<file path="src/rtl/cmp_pkg.sv">
// Shared types and helpers for the chunked magnitude comparator.
// Latency: none (package only).
// Backpressure: none (package only).
package cmp_pkg;

    // FSM state encoding
    typedef enum logic [0:0] {
        IDLE = 1'b0,
        RUN  = 1'b1
    } state_t;

    // 2-bit per-chunk / overall result code
    localparam logic [1:0] RES_EQ = 2'b00;
    localparam logic [1:0] RES_GT = 2'b01;
    localparam logic [1:0] RES_LT = 2'b10;

    // Number of W-bit chunks in an N-bit operand (guards divide-by-zero so
    // the elaboration check in the top can report the real problem)
    function automatic int chunk_count(input int n, input int w);
        return (w > 0) ? (n / w) : 1;
    endfunction

    // Width of the chunk index register, never less than one bit
    function automatic int idx_width(input int c);
        return (c <= 1) ? 1 : $clog2(c);
    endfunction

endpackage

</file>
<file path="src/rtl/chunk_compare.sv">
// Combinational W-bit compare returning EQ/GT/LT, optionally two's-complement.
// Latency: zero cycles (pure combinational).
// Backpressure: none; result follows the inputs.
module chunk_compare
    import cmp_pkg::*;
#(
    parameter int W = 8
) (
    input  logic [W-1:0] a,
    input  logic [W-1:0] b,
    input  logic         signed_en,
    output logic [1:0]   res
);

    logic a_gt;

    // Pick signed or unsigned ordering, then fold into the result code
    always_comb begin
        a_gt = signed_en ? ($signed(a) > $signed(b)) : (a > b);
        if (a == b) begin
            res = RES_EQ;
        end else if (a_gt) begin
            res = RES_GT;
        end else begin
            res = RES_LT;
        end
    end

endmodule

</file>
<file path="src/rtl/chunked_magnitude_comparator.sv">
// Sequential N-bit magnitude compare, W bits per cycle from the MSB chunk; optional CMP_EARLY_EXIT_EN.
// Latency: C=N/W cycles from the start edge to done (1..C with CMP_EARLY_EXIT_EN).
// Backpressure: start is ignored while busy; accepted again in the done cycle.
module chunked_magnitude_comparator
    import cmp_pkg::*;
#(
    parameter int N = 32,
    parameter int W = 8
) (
    input  logic         clk,
    input  logic         rst,
    input  logic         start,
    input  logic [N-1:0] A,
    input  logic [N-1:0] B,
    input  logic         signed_mode,
    output logic         busy,
    output logic         done,
    output logic         equal,
    output logic         greater,
    output logic         less
);

    localparam int C  = chunk_count(N, W);
    localparam int IW = idx_width(C);

    localparam logic [IW-1:0] IDX_TOP = IW'(C - 1);
    localparam logic [0:0]    S_IDLE  = 1'(IDLE);
    localparam logic [0:0]    S_RUN   = 1'(RUN);

    // Reject chunkings that do not tile the operand exactly
    if ((W < 1) || ((N % W) != 0)) begin : g_bad_chunking
        $error("chunked_magnitude_comparator: N must be a positive multiple of W");
    end

    logic [0:0]    state;
    logic [N-1:0]  a_q;
    logic [N-1:0]  b_q;
    logic          sgn_q;
    logic [IW-1:0] idx;
    logic [1:0]    dec;

    logic [W-1:0]  a_chunk;
    logic [W-1:0]  b_chunk;
    logic          chunk_signed;
    logic [1:0]    chunk_res;
    logic [1:0]    dec_next;
    logic          finish;

    assign busy = (state == S_RUN);

    // Select the chunk under test; only the top chunk carries the sign
    always_comb begin
        a_chunk      = a_q[int'(idx) * W +: W];
        b_chunk      = b_q[int'(idx) * W +: W];
        chunk_signed = sgn_q && (idx == IDX_TOP);
    end

    chunk_compare #(.W(W)) u_chunk_compare (
        .a         (a_chunk),
        .b         (b_chunk),
        .signed_en (chunk_signed),
        .res       (chunk_res)
    );

    // First differing chunk fixes the decision; later chunks cannot override it
    always_comb begin
        dec_next = (dec == RES_EQ) ? chunk_res : dec;
`ifdef CMP_EARLY_EXIT_EN
        finish   = (idx == '0) || (dec_next != RES_EQ);
`else
        finish   = (idx == '0);
`endif
    end

    // Handshake FSM, operand capture, chunk walk and registered result flags
    always_ff @(posedge clk) begin
        if (rst) begin
            state   <= S_IDLE;
            a_q     <= '0;
            b_q     <= '0;
            sgn_q   <= 1'b0;
            idx     <= '0;
            dec     <= RES_EQ;
            done    <= 1'b0;
            equal   <= 1'b0;
            greater <= 1'b0;
            less    <= 1'b0;
        end else begin
            done <= 1'b0;
            case (state)
                S_IDLE: begin
                    if (start) begin
                        a_q   <= A;
                        b_q   <= B;
                        sgn_q <= signed_mode;
                        idx   <= IDX_TOP;
                        dec   <= RES_EQ;
                        state <= S_RUN;
                    end
                end
                S_RUN: begin
                    dec <= dec_next;
                    if (finish) begin
                        state   <= S_IDLE;
                        done    <= 1'b1;
                        equal   <= (dec_next == RES_EQ);
                        greater <= (dec_next == RES_GT);
                        less    <= (dec_next == RES_LT);
                    end else if (idx != '0) begin
                        idx <= idx - IW'(1);
                    end
                end
                default: state <= S_IDLE;
            endcase
        end
    end

endmodule

</file>
<file path="config.mk">
export PLATFORM = sky130hd
export DESIGN_NAME = chunked_magnitude_comparator
export DESIGN_NICKNAME = d
export VERILOG_FILES = /design/src/rtl/cmp_pkg.sv /design/src/rtl/chunk_compare.sv /design/src/rtl/chunked_magnitude_comparator.sv
export SDC_FILE = /design/constraint.sdc
export NUM_CORES = 1
export LEC_CHECK = 0
export CORE_MARGIN = 2
export CORE_UTILIZATION = 50
export CTS_CLUSTER_DIAMETER = 200
export CTS_CLUSTER_SIZE = 12
export DETAILED_ROUTE_END_ITERATION = 16
export GPL_ROUTABILITY_DRIVEN = 0
export MAX_ROUTING_LAYER = met4
export PLACE_DENSITY = 0.89
export SLEW_MARGIN = 30
export SYNTH_ARGS = -nofsm -noshare
export SYNTH_HDL_FRONTEND = slang
export SYNTH_SLANG_ARGS = --single-unit
</file>
<file path="constraint.sdc">
create_clock -name clk -period 3.3 [get_ports clk]
set_input_delay 0.495 -clock clk [delete_from_list [all_inputs] [get_ports clk]]
set_output_delay 0.495 -clock clk [all_outputs]
set_load 0.01 [all_outputs]
</file>
After elaboration in Yosys (flattened, before gate mapping)
Cells that the tools add are included.
Operators by class
  $add $sub $neg: 1
  order comparisons: 2
  equality and inequality tests: 7
  shift-type cells: 2
  muxes and demuxes: 14
  bitwise logic cells: 1
  reduce and logical (&&, ||, !) cells: 9
Operator list (count)
  32-bit by 6-bit variable part select with 8-bit output: 2
  8-bit > comparator: 2
  2-bit 2-to-1 mux: 7
  8-bit equality test: 1
  2-bit one-hot mux with 2 select lines: 2
  2-bit logical NOT: 3
  2-bit equality test, second input constant: 2
  1-bit 2-to-1 mux: 4
  2-bit != test, second input constant: 2
  2-bit AND reduction: 2
  3-bit AND reduction: 1
  2-bit by 1-bit equality test with 1-bit output, second input constant: 1
  2-bit by 1-bit != test with 1-bit output, second input constant: 1
  1-bit one-hot mux with 2 select lines: 1
  2-bit nonzero test: 1
  2-bit OR reduction: 1
  2-bit by 1-bit subtractor with 2-bit output, second input constant: 1
  1-bit logical AND: 1
  1-bit NOT: 1
Storage, ports and cells
  flip-flop bits (word level): 74
  input bits: 68
  word-level logic and storage cells: 46

Depth between registers and ports, before layout
  word-level depth: 7
  gate-level depth with buffers: 9
  gate-level depth less buffers: 8

By module
Synthesis repeated with hierarchy kept, for this count alone.
Unflattened totals
  cells, all modules: 378
  area, all modules: 3264.4 µm²
Modules (own cells, without submodules)
  chunked_magnitude_comparator: instances 1, cells each 344, area an instance 3011.6 µm², seq. area each 1481.4 µm²
  chunk_compare: instances 1, cells each 34, area an instance 252.7 µm², seq. area each 0.0 µm²

Least setup slack after synthesis
No wires, ideal clock.
  path kind: reg-to-reg
  from: register idx[0]
  to: register greater
  library setup time: 0.074 ns
  arrival: 2.425 ns
  data required time: 3.226 ns
  slack: 0.801 ns
  cell stages (with the launch flop): 9
  period minus slack after synthesis: 2.499 ns
  cell sequence: dfxtp_1 > buf_2 > buf_4 > mux4_2 > ha_1 > nand4_1 > nor2_1 > or4b_1 > o22ai_2
Between the ends
  word-level cells in the longest chain between the ends: 7
  elaborated cells on any way between the ends: 14
  those cells by class: 2 x order compare; 3 x eq/ne; 2 x shift; 4 x mux; 3 x reduce/logical
RTL lines
  from (decl): line chunked_magnitude_comparator.sv:39  | logic [IW-1:0] idx;
  from (signal assigned): line chunked_magnitude_comparator.sv:110  | idx <= idx - IW'(1);
  32-bit by 6-bit variable part select with 8-bit output, or another cell as far along: line chunked_magnitude_comparator.sv:53  | a_chunk = a_q[int'(idx) * W +: W];
  8-bit > comparator / 1-bit logical AND (equally long branches): line chunk_compare.sv:19, chunked_magnitude_comparator.sv:55
  1-bit 2-to-1 mux: line chunk_compare.sv:19  | a_gt = signed_en ? ($signed(a) > $signed(b)) : (a > b);
  2-bit 2-to-1 mux: line chunk_compare.sv:22  | end else if (a_gt) begin
  2-bit 2-to-1 mux: line chunk_compare.sv:20  | if (a == b) begin
  2-bit 2-to-1 mux: line chunked_magnitude_comparator.sv:67  | dec_next = (dec == RES_EQ) ? chunk_res : dec;
  2-bit by 1-bit equality test with 1-bit output: line chunked_magnitude_comparator.sv:107  | greater <= (dec_next == RES_GT);
  to (signal assigned): line chunked_magnitude_comparator.sv:107
  to (decl): line chunked_magnitude_comparator.sv:19  | output logic greater,
Parallel ways exist; a longest one is shown, timed or not.
A chain may end at the register's enable or synchronous reset.

Final worst setup path
  from: register idx[1]
  to: register dec[0]
Between the ends
  word-level cells in the longest chain between the ends: 7
  elaborated cells on any way between the ends: 12
  those cells by class: 2 x order compare; 2 x eq/ne; 2 x shift; 5 x mux; 1 x reduce/logical
RTL lines
  32-bit by 6-bit variable part select with 8-bit output, or another cell as far along: line chunked_magnitude_comparator.sv:53
  8-bit > comparator / 1-bit logical AND (equally long branches): line chunk_compare.sv:19, chunked_magnitude_comparator.sv:55
  1-bit 2-to-1 mux: line chunk_compare.sv:19
  2-bit 2-to-1 mux: line chunk_compare.sv:22
  2-bit 2-to-1 mux (*): line chunk_compare.sv:20
  2-bit 2-to-1 mux (*): line chunked_magnitude_comparator.sv:67
  2-bit one-hot mux with 2 select lines (*): line chunked_magnitude_comparator.sv:90  | case (state)
  to (signal assigned): line chunked_magnitude_comparator.sv:102  | dec <= dec_next;
  to (decl): line chunked_magnitude_comparator.sv:40  | logic [1:0] dec;
Every way passes the cells marked *; elsewhere a longest branch is shown, timed or not.

==> run_results.csv <==
group,metric,value,unit
final_layout,final_layout_size_suffix_gt1_share,8.884,%
clock_tree,numCtsBuffers,9,
floorplan,die_h,84.23,microns
status,status,"complete, no violations",
placement,dp.cells,501,
power_and_ir_drop,power_frac_clock,30.5,%
worst_setup_path,worstReg2RegEnd,"dec[0]$_SDFFE_PP0P_",
placement,dp_hpwl,5528,microns
sta,slew_violations,0,
synthesis,synth-edff-count,0,
clock_tree,insertion_delay,0.35,ns
worst_setup_path,crit_buf_inv,0,
final_layout,final_area,4121,sq um
final_layout,seqCellArea,1481,sq um
clock_tree,cts_tree,"built",
final_layout,multi_input_area,1589,sq um
clock_tree,cts_hold_buf,0,
power_and_ir_drop,swShare,27.73,%
grt,grt_use_total,23.24,%
floorplan,fp.dieArea,7094,sq um
sta,layout_min_cycle_time,2.629,ns
worst_setup_path,cp-start-kind,"flop",
clock_tree,root_buffer,"clkbuf_8",
synthesis,syn_inst,374,
final_layout,nets,513,
floorplan,start_util,51.27,%
synthesis,ys_async_sr_fraction,0,%
floorplan,io_pins,73,
final_layout,area_growth,28.07,%
clock_tree,clkTransAtPathRegs,0.07,ns
worst_setup_path,critical_path_class,"flop to flop",
synthesis,synth_compound_area_share,13.76,%
run,max-cap-violations,0,
synthesis,synth_top_family_by_area,"simple AND/OR/NAND/NOR gates",
grt,grt_max_degree,66,
drt,vias,2838,
grt,grt_pass1_wl,12500,microns
floorplan,coreArea,6277,sq um
sta,fin_setup_tns,0,ns
sta,finalHoldViolCount,0,
placement,pre_cts_ws,0.7401,ns
worst_setup_path,r2r_slack,0.67,ns
synthesis,synthAdderAreaFrac,3.888,%
synthesis,synth.area.mux_share,11.20,%
final_layout,diodes,0,
clock_tree,ctsResizeCount,0,
final_layout,fill_cells,475,
synthesis,synth_seq_cells,74,
worst_setup_path,path_delay_family,"flip-flops",
synthesis,syn_area,3218,sq um
grt,grt_pass1_vias,2879,
worst_setup_path,max_stage_delay,0.83,ns
drt,drt_iter0_drc,153,
power_and_ir_drop,power_density,498.2,nW/um^2
sta,finalCritPeriodShare,79.67,%
sta,slew_headroom,48.17,%
synthesis,synth_flop_cell,"dfxtp_1",
min_path,holdCritStartpoint,"a_q[17]$_SDFFE_PP0P_",
synthesis,synth-xor-area-share,0,%
placement,postPlaceCellArea,3950,sq um
worst_setup_path,worst-path-max-fanout,18,
power_and_ir_drop,seq_power_share,49.1,%
sta,fmax,380.4,MHz
sta,rsz0062_at_grt,"no",
power_and_ir_drop,p_int,1.484,mW
power_and_ir_drop,total_power,2.053,mW
clock_tree,postCtsSetupBuffers,0,
min_path,hold_end,"a_q[17]$_SDFFE_PP0P_",
power_and_ir_drop,switching_power,569.3,uW
synthesis,yosysWarnings,0,
synthesis,synthSimpleGateAreaFrac,20.26,%
synthesis,seq_area_frac_synth,46.03,%
min_path,hold_class,"flop to flop",
sta,fin_ws,0.6709,ns
drt,vias_per_cell,5.500,
sta,timing.hold.ws,0.4519,ns
sta,setup_viol,0,
floorplan,num_rows,29,
grt,overflow,0,
synthesis,syn-num-nets,452,
worst_setup_path,cp_slowest_cell,"dfxtp_1",
min_path,worstHoldPathCells,2,
floorplan,die_x,84.23,microns
clock_tree,clk_path_buf_depth,2,
worst_setup_path,crit_path_end_kind,"flop",
worst_setup_path,crit_required,3.57,ns
synthesis,syn_area_per_cell,8.605,sq um
drt,drt.antenna.violating_nets,0,
worst_setup_path,cp.arrival,2.90,ns
drt,remaining_drc_errors,0,
drt,wl_per_cell,15.31,microns
clock_tree,cts.htree.levels,3,
sta,tightest_slew,0.7764,ns
worst_setup_path,cp.depth,6,
synthesis,ys_types,34,
worst_setup_path,reg2reg_from,"idx[1]$_SDFFE_PP0P_",
placement,portBuffers,72,
grt,grt_antenna_before_repair,0,
clock_tree,cts_num_sinks,74,
worst_setup_path,r2r_cells,6,
final_layout,layout.cells.non_filler,516,
worst_setup_path,path_cells,"mux4_2, ha_1, nand4_1, nor2_1, or4b_1, o21ai_0",
final_layout,fin_util,65.66,%
power_and_ir_drop,combPwrFrac,20.4,%
power_and_ir_drop,p_leak,1.533,nW
drt,drt_wl_total,7900,microns
drt,first_pass_iters,4,
power_and_ir_drop,vdd_drop_max,0.0003080,V
sta,fin_skew,0.005379,ns
-- worst max path at each step --
| stage | endpoint | startpoint | slack [ns] |
|---|---|---|---|
| global route | dec[0]$_SDFFE_PP0P_ | idx[1]$_SDFFE_PP0P_ | 0.56 |
| floorplan | greater$_SDFFE_PP0P_ | idx[0]$_SDFFE_PP0P_ | 0.80 |
| detailed placement | dec[0]$_SDFFE_PP0P_ | idx[1]$_SDFFE_PP0P_ | 0.74 |
| CTS | dec[0]$_SDFFE_PP0P_ | idx[1]$_SDFFE_PP0P_ | 0.69 |
| finish | dec[0]$_SDFFE_PP0P_ | idx[1]$_SDFFE_PP0P_ | 0.67 |
| global placement | greater$_SDFFE_PP0P_ | idx[1]$_SDFFE_PP0P_ | 0.91 |
-- sequential cells by signal, indices dropped and copies added (netlist names) --
signal,cells
a_q,32
b_q,32
dec,2
idx,2
busy,1
done,1
equal,1
greater,1
less,1
sgn_q,1
-- cells in the final DEF, fill, tap and decap left out, drive strengths merged, types with 2 or more instances in the layout --
master         instances
a21oi                 70
buf                    5
clkbuf                13
clkdlybuf4s50         71
dfxtp                 74
ha                    10
inv                   10
mux4                  16
nand2                134
nand4                  2
nor2                   6
nor2b                  2
o211ai                 2
o21ai                  4
or4b                   2
-- worst reg2reg max path, delay by kind of cell, from the launching register on --
kind | cells | cell delay [ns]
flip-flops | 1 | 0.83
AND/OR/NAND/NOR | 3 | 0.73
multiplexers | 1 | 0.42
adder cells (fa/ha/maj) | 1 | 0.38
AO/OA/AOI/OAI | 1 | 0.17
-- power groups by stage --
stage	Combinational, mW	Sequential (mW)	Clock [mW]
after global routing	0.456	1.01	0.675
after global placement	0.387	1.02	0
after CTS	0.418	1.01	0.632
after detailed placement	0.413	1.03	0
final	0.418	1.01	0.627
after floorplan	0.271	1.01	0
-- cell usage after synthesis, drive strengths merged (2+ instances only) --
cell type	number	area [sq um]
nor2b	2	12.51
o211ai	2	15.01
o21ai	4	23.77
nand4	2	12.51
inv	10	37.54
nor2	6	22.52
ha	10	125.1
nand2	134	510.5
a21oi	70	350.3
clkbuf	11	41.29
mux4	16	360.4
or4b	2	20.02
dfxtp	74	1481
buf	15	77.58
-- kinds of logic after synthesis --
| group | count (synthesis) |
|---|---|
| compound gates | 82 |
| fa+ha+maj | 10 |
| buf+inv | 36 |
| flops | 74 |
| mux | 16 |
| simple gates | 156 |
-- routing by layer --
layer / share of wire, % / vias up / GRT usage, %
met1: 38 / 1337 / 22.55
met5: 0 / - / -
met3: 3.7 / 35 / 5.310
met4: 4.8 / 0 / 15.54
met2: 54 / 81 / 40.98
li1: - / 1385 / -
-- final cells by class --
| class | count | area share (%) |
|---|---|---|
| repair buffers | 76 | 18.09 |
| well taps | 77 | 2.338 |
| multi-input cells | 264 | 38.55 |
| inverters | 10 | 0.9107 |
| flip-flops and latches | 74 | 35.94 |
| clock inverters | 2 | 0.3036 |
| clock buffers | 13 | 3.855 |
Power figures use the tool's default switching activity.
